`src/rtl/mdu_issue_if.sv`:
```
// Pipeline-side bundle of the MDU issue controller: E/D opcodes and flush in,
// MDU start strobe plus busy/stall/violation status out.
interface mdu_issue_if;
  logic [3:0] E_MDUOp;
  logic [3:0] D_MDUOp;
  logic       flush;
  logic       start;
  logic [3:0] MDUOp;
  logic       busy;
  logic       stall;
  logic       viol;

  modport master (
    input  E_MDUOp, D_MDUOp, flush,
    output start, MDUOp, busy, stall, viol
  );

  modport slave (
    output E_MDUOp, D_MDUOp, flush,
    input  start, MDUOp, busy, stall, viol
  );
endinterface

```
`src/rtl/mdu_issue.sv`:
```
// E-stage issue and stall controller for the multiply/divide unit.
// Optional feature: define MDU_STALL_CNT_EN to add the saturating stall_cycles counter.
module mdu_issue #(
  parameter int unsigned MUL_CYCLES = 5,
  parameter int unsigned DIV_CYCLES = 10
) (
  input  logic        clk,
  input  logic        reset,
  mdu_issue_if.master bus
`ifdef MDU_STALL_CNT_EN
  ,
  output logic [31:0] stall_cycles
`endif
);

  typedef enum logic {
    IDLE = 1'b0,
    BUSY = 1'b1
  } state_e;

  state_e     state_q, state_d;
  logic [3:0] cnt_q, cnt_d;
  logic       viol_q, viol_d;

  logic e_valid, e_mul, e_muldiv, d_valid;
  logic busy_w, issue_w, viol_case_w, stall_w;

  // Opcodes 9..15 are not MDU operations and behave exactly like 0.
  always_comb begin
    e_valid     = (bus.E_MDUOp >= 4'd1) && (bus.E_MDUOp <= 4'd8);
    e_muldiv    = (bus.E_MDUOp >= 4'd1) && (bus.E_MDUOp <= 4'd4);
    e_mul       = (bus.E_MDUOp == 4'd1) || (bus.E_MDUOp == 4'd2);
    d_valid     = (bus.D_MDUOp >= 4'd1) && (bus.D_MDUOp <= 4'd8);
    busy_w      = (state_q == BUSY);
    viol_case_w = !reset && e_valid && busy_w;
    issue_w     = !reset && e_valid && !bus.flush && !busy_w;
    stall_w     = !reset && d_valid && (busy_w || (issue_w && e_muldiv));
  end

  assign bus.start = issue_w;
  assign bus.MDUOp = issue_w ? bus.E_MDUOp : 4'd0;
  assign bus.busy  = busy_w;
  assign bus.stall = stall_w;
  assign bus.viol  = !reset && (viol_q || viol_case_w);

  always_comb begin
    state_d = state_q;
    cnt_d   = cnt_q;
    viol_d  = viol_q || viol_case_w;
    case (state_q)
      IDLE: begin
        if (issue_w && e_mul) begin
          state_d = BUSY;
          cnt_d   = 4'(MUL_CYCLES);
        end else if (issue_w && e_muldiv) begin
          state_d = BUSY;
          cnt_d   = 4'(DIV_CYCLES);
        end
      end
      BUSY: begin
        // Flush never aborts a running operation; the countdown always completes.
        if (cnt_q <= 4'd1) begin
          state_d = IDLE;
          cnt_d   = 4'd0;
        end else begin
          cnt_d = cnt_q - 4'd1;
        end
      end
      default: begin
        state_d = IDLE;
        cnt_d   = 4'd0;
      end
    endcase
  end

  always_ff @(posedge clk) begin
    if (reset) begin
      state_q <= IDLE;
      cnt_q   <= 4'd0;
      viol_q  <= 1'b0;
    end else begin
      state_q <= state_d;
      cnt_q   <= cnt_d;
      viol_q  <= viol_d;
    end
  end

`ifdef MDU_STALL_CNT_EN
  logic [31:0] stall_cnt_q, stall_cnt_d;

  always_comb begin
    stall_cnt_d = stall_cnt_q;
    if (stall_w && (stall_cnt_q != 32'hFFFF_FFFF)) begin
      stall_cnt_d = stall_cnt_q + 32'd1;
    end
  end

  always_ff @(posedge clk) begin
    if (reset) begin
      stall_cnt_q <= 32'd0;
    end else begin
      stall_cnt_q <= stall_cnt_d;
    end
  end

  assign stall_cycles = stall_cnt_q;
`endif

endmodule
```
`src/flat_wrapper.sv`:
```
// flat-port wrapper written by rule: the top's interface ports become plain ports
module mdu_issue_flat 
#(
  parameter int unsigned MUL_CYCLES = 5,
  parameter int unsigned DIV_CYCLES = 10
)
  (clk, reset, bus_E_MDUOp, bus_D_MDUOp, bus_flush, bus_start, bus_MDUOp, bus_busy, bus_stall, bus_viol);
  mdu_issue_if bus_i ();
  input  logic clk;
  input  logic reset;
  input wire logic [$bits(bus_i.E_MDUOp)-1:0] bus_E_MDUOp;
  input wire logic [$bits(bus_i.D_MDUOp)-1:0] bus_D_MDUOp;
  input wire logic [$bits(bus_i.flush)-1:0] bus_flush;
  output wire logic [$bits(bus_i.start)-1:0] bus_start;
  output wire logic [$bits(bus_i.MDUOp)-1:0] bus_MDUOp;
  output wire logic [$bits(bus_i.busy)-1:0] bus_busy;
  output wire logic [$bits(bus_i.stall)-1:0] bus_stall;
  output wire logic [$bits(bus_i.viol)-1:0] bus_viol;
  assign bus_i.E_MDUOp = bus_E_MDUOp;
  assign bus_i.D_MDUOp = bus_D_MDUOp;
  assign bus_i.flush = bus_flush;
  assign bus_start = bus_i.start;
  assign bus_MDUOp = bus_i.MDUOp;
  assign bus_busy = bus_i.busy;
  assign bus_stall = bus_i.stall;
  assign bus_viol = bus_i.viol;
  mdu_issue #(.MUL_CYCLES(MUL_CYCLES), .DIV_CYCLES(DIV_CYCLES)) u_core (.clk(clk), .reset(reset), .bus(bus_i));
endmodule
```
`config.mk`:
```
export PLATFORM = sky130hd
export DESIGN_NAME = mdu_issue_flat
export DESIGN_NICKNAME = d
export VERILOG_FILES = /design/src/rtl/mdu_issue_if.sv /design/src/rtl/mdu_issue.sv /design/src/flat_wrapper.sv
export SDC_FILE = /design/constraint.sdc
export NUM_CORES = 1
export LEC_CHECK = 0
export CORE_AREA = 4 4 41 43
export DETAILED_ROUTE_END_ITERATION = 7
export DIE_AREA = 0 0 45 47
export PLACE_DENSITY = 0.68
export SETUP_SLACK_MARGIN = 0.2
export SYNTH_ARGS = -nofsm -noshare
export SYNTH_HDL_FRONTEND = slang
export SYNTH_SLANG_ARGS = --single-unit
```
`constraint.sdc`:
```
create_clock -name clk -period 2.99 [get_ports clk]
set_input_delay 0.299 -clock clk [delete_from_list [all_inputs] [get_ports clk]]
set_output_delay 0.299 -clock clk [all_outputs]
set_load 0.02 [all_outputs]
```
---- Word-level counts from Yosys, hierarchy flattened ----
Cells that the tools add are included.
storage, ports and cells
  register bits after elaboration ......... 6
  latch bits .............................. 0
  RAM bits ................................ 0
  ROM bits ................................ 0
  input port bits ......................... 11
  logic and storage cells ................. 41
  memories kept ........................... 0
cells by class
  add/sub/neg operators ................... 1
  multiply operators ...................... 0
  divide/modulo/power cells ............... 0
  $lt $le $gt $ge ......................... 6
  eq/ne operators ......................... 3
  shift operators ......................... 0
  multiplexer cells ....................... 9
  bitwise gates (word level) .............. 1
  reduce and logical (&&, ||, !) cells .... 18
operator list
  kind                                                             number
  two-way mux 4 bit                                                4
  logical AND 1 bit                                                12
  >= comparator 4 x 1 -> 1 bit (second input constant)             2
  less-or-equal comparator 4 bit (second input constant)           2
  one-hot mux 4 bit (2 select lines)                               1
  == test 4 x 1 -> 1 bit (second input constant)                   1
  == test 4 x 2 -> 1 bit (second input constant)                   1
  less-or-equal comparator 4 x 1 -> 1 bit (second input constant)  1
  less-or-equal comparator 4 x 3 -> 1 bit (second input constant)  1
  subtractor 4 x 1 -> 4 bit (second input constant)                1
  logical NOT 1 bit                                                3
  logical OR 1 bit                                                 3
  two-way mux 1 bit                                                3
  inequality test 3 x 1 -> 1 bit (second input constant)           1
  one-hot mux 1 bit (2 select lines)                               1
  inverter 1 bit                                                   1

---- Longest topological paths before layout ----
Gate-level depths: netlist of the first run.
  depth in word-level cells ............... 9
  depth in mapped cells ................... 6
  depth with buffers taken out ............ 6

---- Worst setup path after synthesis of the first run ----
Ideal clock, no wire load.
  path type ............................... in2out
  start point ............................. input bus_E_MDUOp[2]
  end point ............................... output bus_MDUOp[0]
  data arrival time ....................... 1.553 ns
  required time ........................... 2.691 ns
  slack ................................... 1.138 ns
  cell stages on the path ................. 4
  path buffers ............................ 0
  cell sequence ........................... or3_4 -> xnor2_1 -> nor3_2 -> and2_1
between the ends
  longest elaborated chain between the ends .. 6
RTL lines
  element                                                                         RTL line            text
  start: declaration                                                              flat_wrapper.sv:11  input wire logic [$bits(bus_i.E_MDUOp)-1:0] bus_E_MDUOp;
  >= comparator 4 x 1 -> 1 bit or less-or-equal comparator 4 bit (tied branches)  mdu_issue.sv:30     e_valid = (bus.E_MDUOp >= 4'd1) && (bus.E_MDUOp <= 4'd8);
  logical AND 1 bit *                                                             mdu_issue.sv:30
  logical AND 1 bit * (3 in a row)                                                mdu_issue.sv:36     issue_w = !reset && e_valid && !bus.flush && !busy_w;
  net bus_start                                                                   flat_wrapper.sv:14  output wire logic [$bits(bus_i.start)-1:0] bus_start;
  two-way mux 4 bit *                                                             mdu_issue.sv:41     assign bus.MDUOp = issue_w ? bus.E_MDUOp : 4'd0;
  end: declaration                                                                flat_wrapper.sv:15  output wire logic [$bits(bus_i.MDUOp)-1:0] bus_MDUOp;
The timed path passes the listed nets; every way through them passes the cells marked *.

---- Worst setup path after layout of the first run ----
  start point ............................. input bus_E_MDUOp[2]
  end point ............................... output bus_MDUOp[0]
between the ends
  longest elaborated chain between the ends .. 6
RTL lines
  element                                                                         RTL line
  >= comparator 4 x 1 -> 1 bit or less-or-equal comparator 4 bit (tied branches)  mdu_issue.sv:30
  logical AND 1 bit *                                                             mdu_issue.sv:30
  logical AND 1 bit * (3 in a row)                                                mdu_issue.sv:36
  two-way mux 4 bit *                                                             mdu_issue.sv:41
Mark *: on every way between the ends. The rest lies on a longest branch, timed or not.

==> flow_metrics.tcl, run 1 <==
set metrics [dict create \
    outcome "complete, no violations" \
    slew_violations 0 \
    drtAntennaViolNets 0 \
    fmax_ghz 0.372 \
    gp_congestion 0.760 \
    hp-start "u_core.viol_q" \
    route.top_layer_used "met3" \
    die_h_um 47 \
    hold_path.class "flip-flop to flip-flop" \
    grt_pass1_wl_um 2000 \
    grt_pass1_vias 498 \
    drt-met1-wl_um 520 \
    h-tree-depth 1 \
    vias_per_cell 5.36 \
    nets 90 \
    synthesis.instances 54 \
    fin_crit_sh_pct 89.8 \
    r2r-start "u_core.cnt_q[0]" \
    grt_overflow 0 \
    startpoint "bus_E_MDUOp[2]" \
    cts_sinks 6 \
    worstSetupPathType "primary input to output pin" \
    max_slew_margin_pct 63.4 \
    drtIter0Drc 3 \
    synth_warnings 0 \
    rsz0062_at_grt "no" \
    clk_latency_ns 0.24 \
    routed_wirelength_um 1170 \
    tightest_slew_ns 0.545 \
    cp.arrival_ns 2.39 \
    cts_made_buffers 3 \
    required_ns 2.69 \
    setup_tns_ns 0 \
    ios 19 \
    fin_crit_ns 2.69 \
    clk_pin_slew_ns 0.05 \
    grt_antenna_before_repair 0 \
    firstDrtPassIters 4 \
    final_cells 90 \
    yosys.area.top_type "dfxtp_1" \
    synth-seq-area-share_pct 25.9 \
    dp_hpwl_um 908 \
    nFillCells 128 \
    cts_buffer_depth 2 \
    finalSetupViolCount 0 \
    yosys-top-cells-area "dfxtp_1 26%, and2_1 5.4%, ha_1 5.4%" \
    die_x_um 45 \
    cts_root_buffer "clkbuf_4" \
    rows 13 \
    final_common_cell "clkdlybuf4s50_1" \
    layout_common_cells "17 x clkdlybuf4s50_1, 6 x dfxtp_1, 5 x inv_1, 5 x nor2_1" \
    start_util_pct 35.7 \
    power.leakage_nw 0.271 \
    crit_fanout 5 \
    dp.cells 86 \
    syn_nets 67 \
    cap_violations 0 \
    drcViolationCount 0 \
    grt_usage_pct 13.0 \
    postSynthAreaPerCell_um2 8.60 \
    cts_tree "built" \
    grt_max_degree 11 \
    finalHoldViolations 0 \
    portBuffers 18 \
    dieArea_mm2 0.00212 \
    core_mm2 0.00130 \
    peakVddDrop_v 0.000185 \
    synth_cell_type_count 29 \
    synth-seq-cells 6 \
    wl_per_cell_um 13.0 \
    p_per_area_mw_per_mm2 340 \
    skew_ns 0.00351 \
    area_delta_synth_final_pct 47.4 \
    yosys.area.top_type_share_pct 25.9 \
    diodes 0 \
    cp-start-kind "primary input" \
    cp-end-kind "output pin" \
    wl_met3_um 76 \
    netlist_area_um2 464 \
    route.met2.wl_um 575 \
    drive_gt1_share_pct 13.3 \
    via_count 482 \
]
-- cells by family (layout without fill, tap and decap cells) --
kind of cell,count (synthesis),in the layout,share of synthesized area [%]
adder cells (fa/ha/maj),2,2,5.39
multiplexers,1,1,2.16
XOR/XNOR,3,3,5.66
AO/OA/AOI/OAI,15,15,24.3
AND/OR/NAND/NOR,20,20,28.6
buffers and inverters,7,28,8.09
flip-flops,6,6,25.9
-- critical path: stages --
cell and delay [ns]:
clkdlybuf4s50_1 0.48, or3_4 0.44, xnor2_1 0.16, nor3_2 0.23
and2_1 0.18, clkdlybuf4s50_1 0.60
-- final cells by class --
type / instances / area (um2) / area share [%]
well taps: 15 / 18.8 / 2.74
clock buffers: 3 / 22.5 / 3.29
repair buffers: 20 / 198 / 28.9
flip-flops and latches: 6 / 120 / 17.6
inverters: 5 / 18.8 / 2.74
multi-input cells: 41 / 307 / 44.8
-- sequential cells by signal, summed over array words and instances, names as in the netlist --
| signal | flops |
|---|---|
| u_core.bus.busy | 1 |
| u_core.cnt_q | 4 |
| u_core.viol_q | 1 |
-- power by group --
| group | switching, mW | leakage (nW) | internal (mW) |
|---|---|---|---|
| Sequential | 0.00485 | 0.0488 | 0.0845 |
| Combinational | 0.0313 | 0.209 | 0.0363 |
| Clock | 0.0301 | 0.0138 | 0.0455 |
-- worst paths after layout --
kind / end / slack (ns) / depth (start not counted)
max: bus_MDUOp[0] / 0.30 / 6
min: u_core.viol_q / 0.49 / 1
max reg2reg: u_core.cnt_q[0] / 1.40 / 6
min reg2reg: u_core.viol_q / 0.49 / 1
-- synth_stat cells --
master	n
nor3b_1	1
mux2i_1	1
a2bb2oi_1	2
o31ai_1	1
a22o_1	2
inv_1	5
or3_4	1
ha_1	2
nand3b_1	1
o41a_1	1
and2_1	4
nor2_1	5
a21oi_1	1
nor3_1	4
nor4_4	1
o21a_1	1
a31o_2	1
a221oi_1	1
dfxtp_1	6
a31oi_1	1
or2_2	1
buf_4	1
nor3_2	1
xor2_1	1
a211oi_1	1
buf_6	1
nand3_1	1
o21ai_0	3
xnor2_1	2
-- per-layer routing --
layer | global-route usage, % | vias to the layer above
li1 | - | 242
met1 | 13.7 | 225
met2 | 23.4 | 15
met3 | 5.75 | 0
met4 | 3.51 | 0
met5 | 0 | -
-- metrics by stage --
stage	util [%]	power [mW]	hold slack, ns	cell area (um2)	worst slack [ns]
detailed placement	50.1	0.158	0.474	652	0.275
floorplan	-	0.128	0.452	464	1.14
global placement	50.1	0.157	0.469	652	0.316
CTS	51.8	0.233	0.487	674	0.276
finish	52.6	0.233	0.488	684	0.304
global route	52.6	0.249	0.524	684	0.192
-- what timing repair did --
item	4_1_cts	5_1_grt
endpoints found under the setup margin	0	4
buffers inserted	0	1
hold buffers	0	0
gates resized for setup	0	1
(Power assumes the default switching activity.)
==> run 2, diff against run 1 <==
REMOVE_ABC_BUFFERS = 1   (was default)
SETUP_SLACK_MARGIN = default   (was 0.2)
==> flow_metrics.tcl, run 2 (synthesis gave the netlist of run 1 again) <==
set metrics [dict create \
    via_count 458 \
    rsz0062_at_grt "no" \
    power_mw 0.231 \
    vias_per_cell 5.15 \
    cp-start-kind "primary input" \
    grt_overflow 0 \
    area_delta_synth_final_pct 45.3 \
    final_common_cell "clkdlybuf4s50_1" \
    cts_tree "built" \
    fin_crit_sh_pct 89.5 \
    dp_hpwl_um 885 \
    clk_latency_ns 0.25 \
    largest_reg_flops 4 \
    cp-end-kind "output pin" \
    outcome "complete, no violations" \
    setup_tns_ns 0 \
    clk_pin_slew_ns 0.05 \
    rows 13 \
    peakVddDrop_v 0.000209 \
    die_h_um 47 \
    wl_per_cell_um 12.4 \
    skew_ns 0.00670 \
    hold_path.class "flip-flop to flip-flop" \
    cts_made_buffers 3 \
    grt_antenna_before_repair 0 \
    tightest_slew_ns 0.510 \
    grt_usage_pct 12.1 \
    p_per_area_mw_per_mm2 343 \
    die_x_um 45 \
    fin_crit_ns 2.68 \
    cts_root_buffer "clkbuf_4" \
    cap_violations 0 \
    routed_wirelength_um 1100 \
    finalSetupViolCount 0 \
    worstSetupPathType "primary input to output pin" \
    grt_pass1_vias 445 \
    cts_sinks 6 \
    ios 19 \
    drtIter0Drc 3 \
    required_ns 2.69 \
    diodes 0 \
    top_register "u_core.cnt_q" \
    cts_setup_buffers 0 \
    fmax_ghz 0.374 \
    h-tree-depth 1 \
    slew_violations 0 \
    drtAntennaViolNets 0 \
    cp.arrival_ns 2.38 \
    core_mm2 0.00130 \
    drive_gt1_share_pct 12.2 \
    dieArea_mm2 0.00212 \
    start_util_pct 35.7 \
    grt_pass1_wl_um 1810 \
    grt_max_degree 11 \
    cts_hold_buf 0 \
    crit_fanout 5 \
    firstDrtPassIters 2 \
    max_slew_margin_pct 65.7 \
    portBuffers 18 \
    power.leakage_nw 0.248 \
    cts.repair.resized 0 \
    nets 89 \
    finalHoldViolations 0 \
    cts_buffer_depth 2 \
    drcViolationCount 0 \
    layout_common_cells "18 x clkdlybuf4s50_1, 6 x dfxtp_1, 5 x inv_1, 5 x nor2_1" \
    gp_congestion 0.782 \
]
run 2: layout make-up:
cell class,instances,area [um2]
Fill cell,129,627
Tap cell,15,18.8
Timing Repair Buffer,19,188
Inverter,5,18.8
Sequential cell,6,120
Clock buffer,3,22.5
Multi-Input combinational cell,41,307
run 2: path summary, 6_finish.rpt:
path	startpoint	to	slack, ns	cells after the start
worst max register to register	u_core.cnt_q[0]	u_core.cnt_q[0]	1.45	6
worst max-delay path	bus_E_MDUOp[2]	bus_MDUOp[0]	0.31	6
worst min-delay path	u_core.viol_q	u_core.viol_q	0.48	1
worst min register to register	u_core.viol_q	u_core.viol_q	0.48	1
run 2: per-stage QoR:
step	area [um2]	instances	hold slack (ns)	setup slack [ns]	util (%)
floorplan	445	52	0.368	1.14	-
global placement	652	86	0.471	0.332	50.1
detailed placement	652	86	0.477	0.292	50.1
CTS	674	89	0.482	0.300	51.8
global route	674	89	0.522	0.182	51.8
finish	674	89	0.481	0.314	51.8
run 2: routing by layer:
metal  GRT usage, %  up-vias  wire (um)  part of all wire (%)
met5              0        -          0                     0
met4           3.51        0          7                  0.63
met3           6.90        2         58                   5.3
met2           19.2        9        531                    48
met1           13.9      209        505                    46
li1               -      238          -                     -
run 2: power by group:
group	switching [mW]	internal, mW
clock	0.0300	0.0454
combinational	0.0310	0.0357
sequential	0.00445	0.0846
run 2: critical path, stage by stage:
cell and delay (ns):
clkdlybuf4s50_1 0.46, or3_4 0.43, xnor2_1 0.16, nor3_2 0.26, and2_1 0.17, clkdlybuf4s50_1 0.60
==> run 3, diff against run 2 <==
MAX_ROUTING_LAYER = met4   (was default)
==> results of run 3 <==
Same layout as run 2: the final DEF is identical, and so are final timing and power.
Among the figures that moved: final weighted congestion in routability-driven placement 0.782 -> 0.792; overall routing resource usage 12.1% -> 12.5%
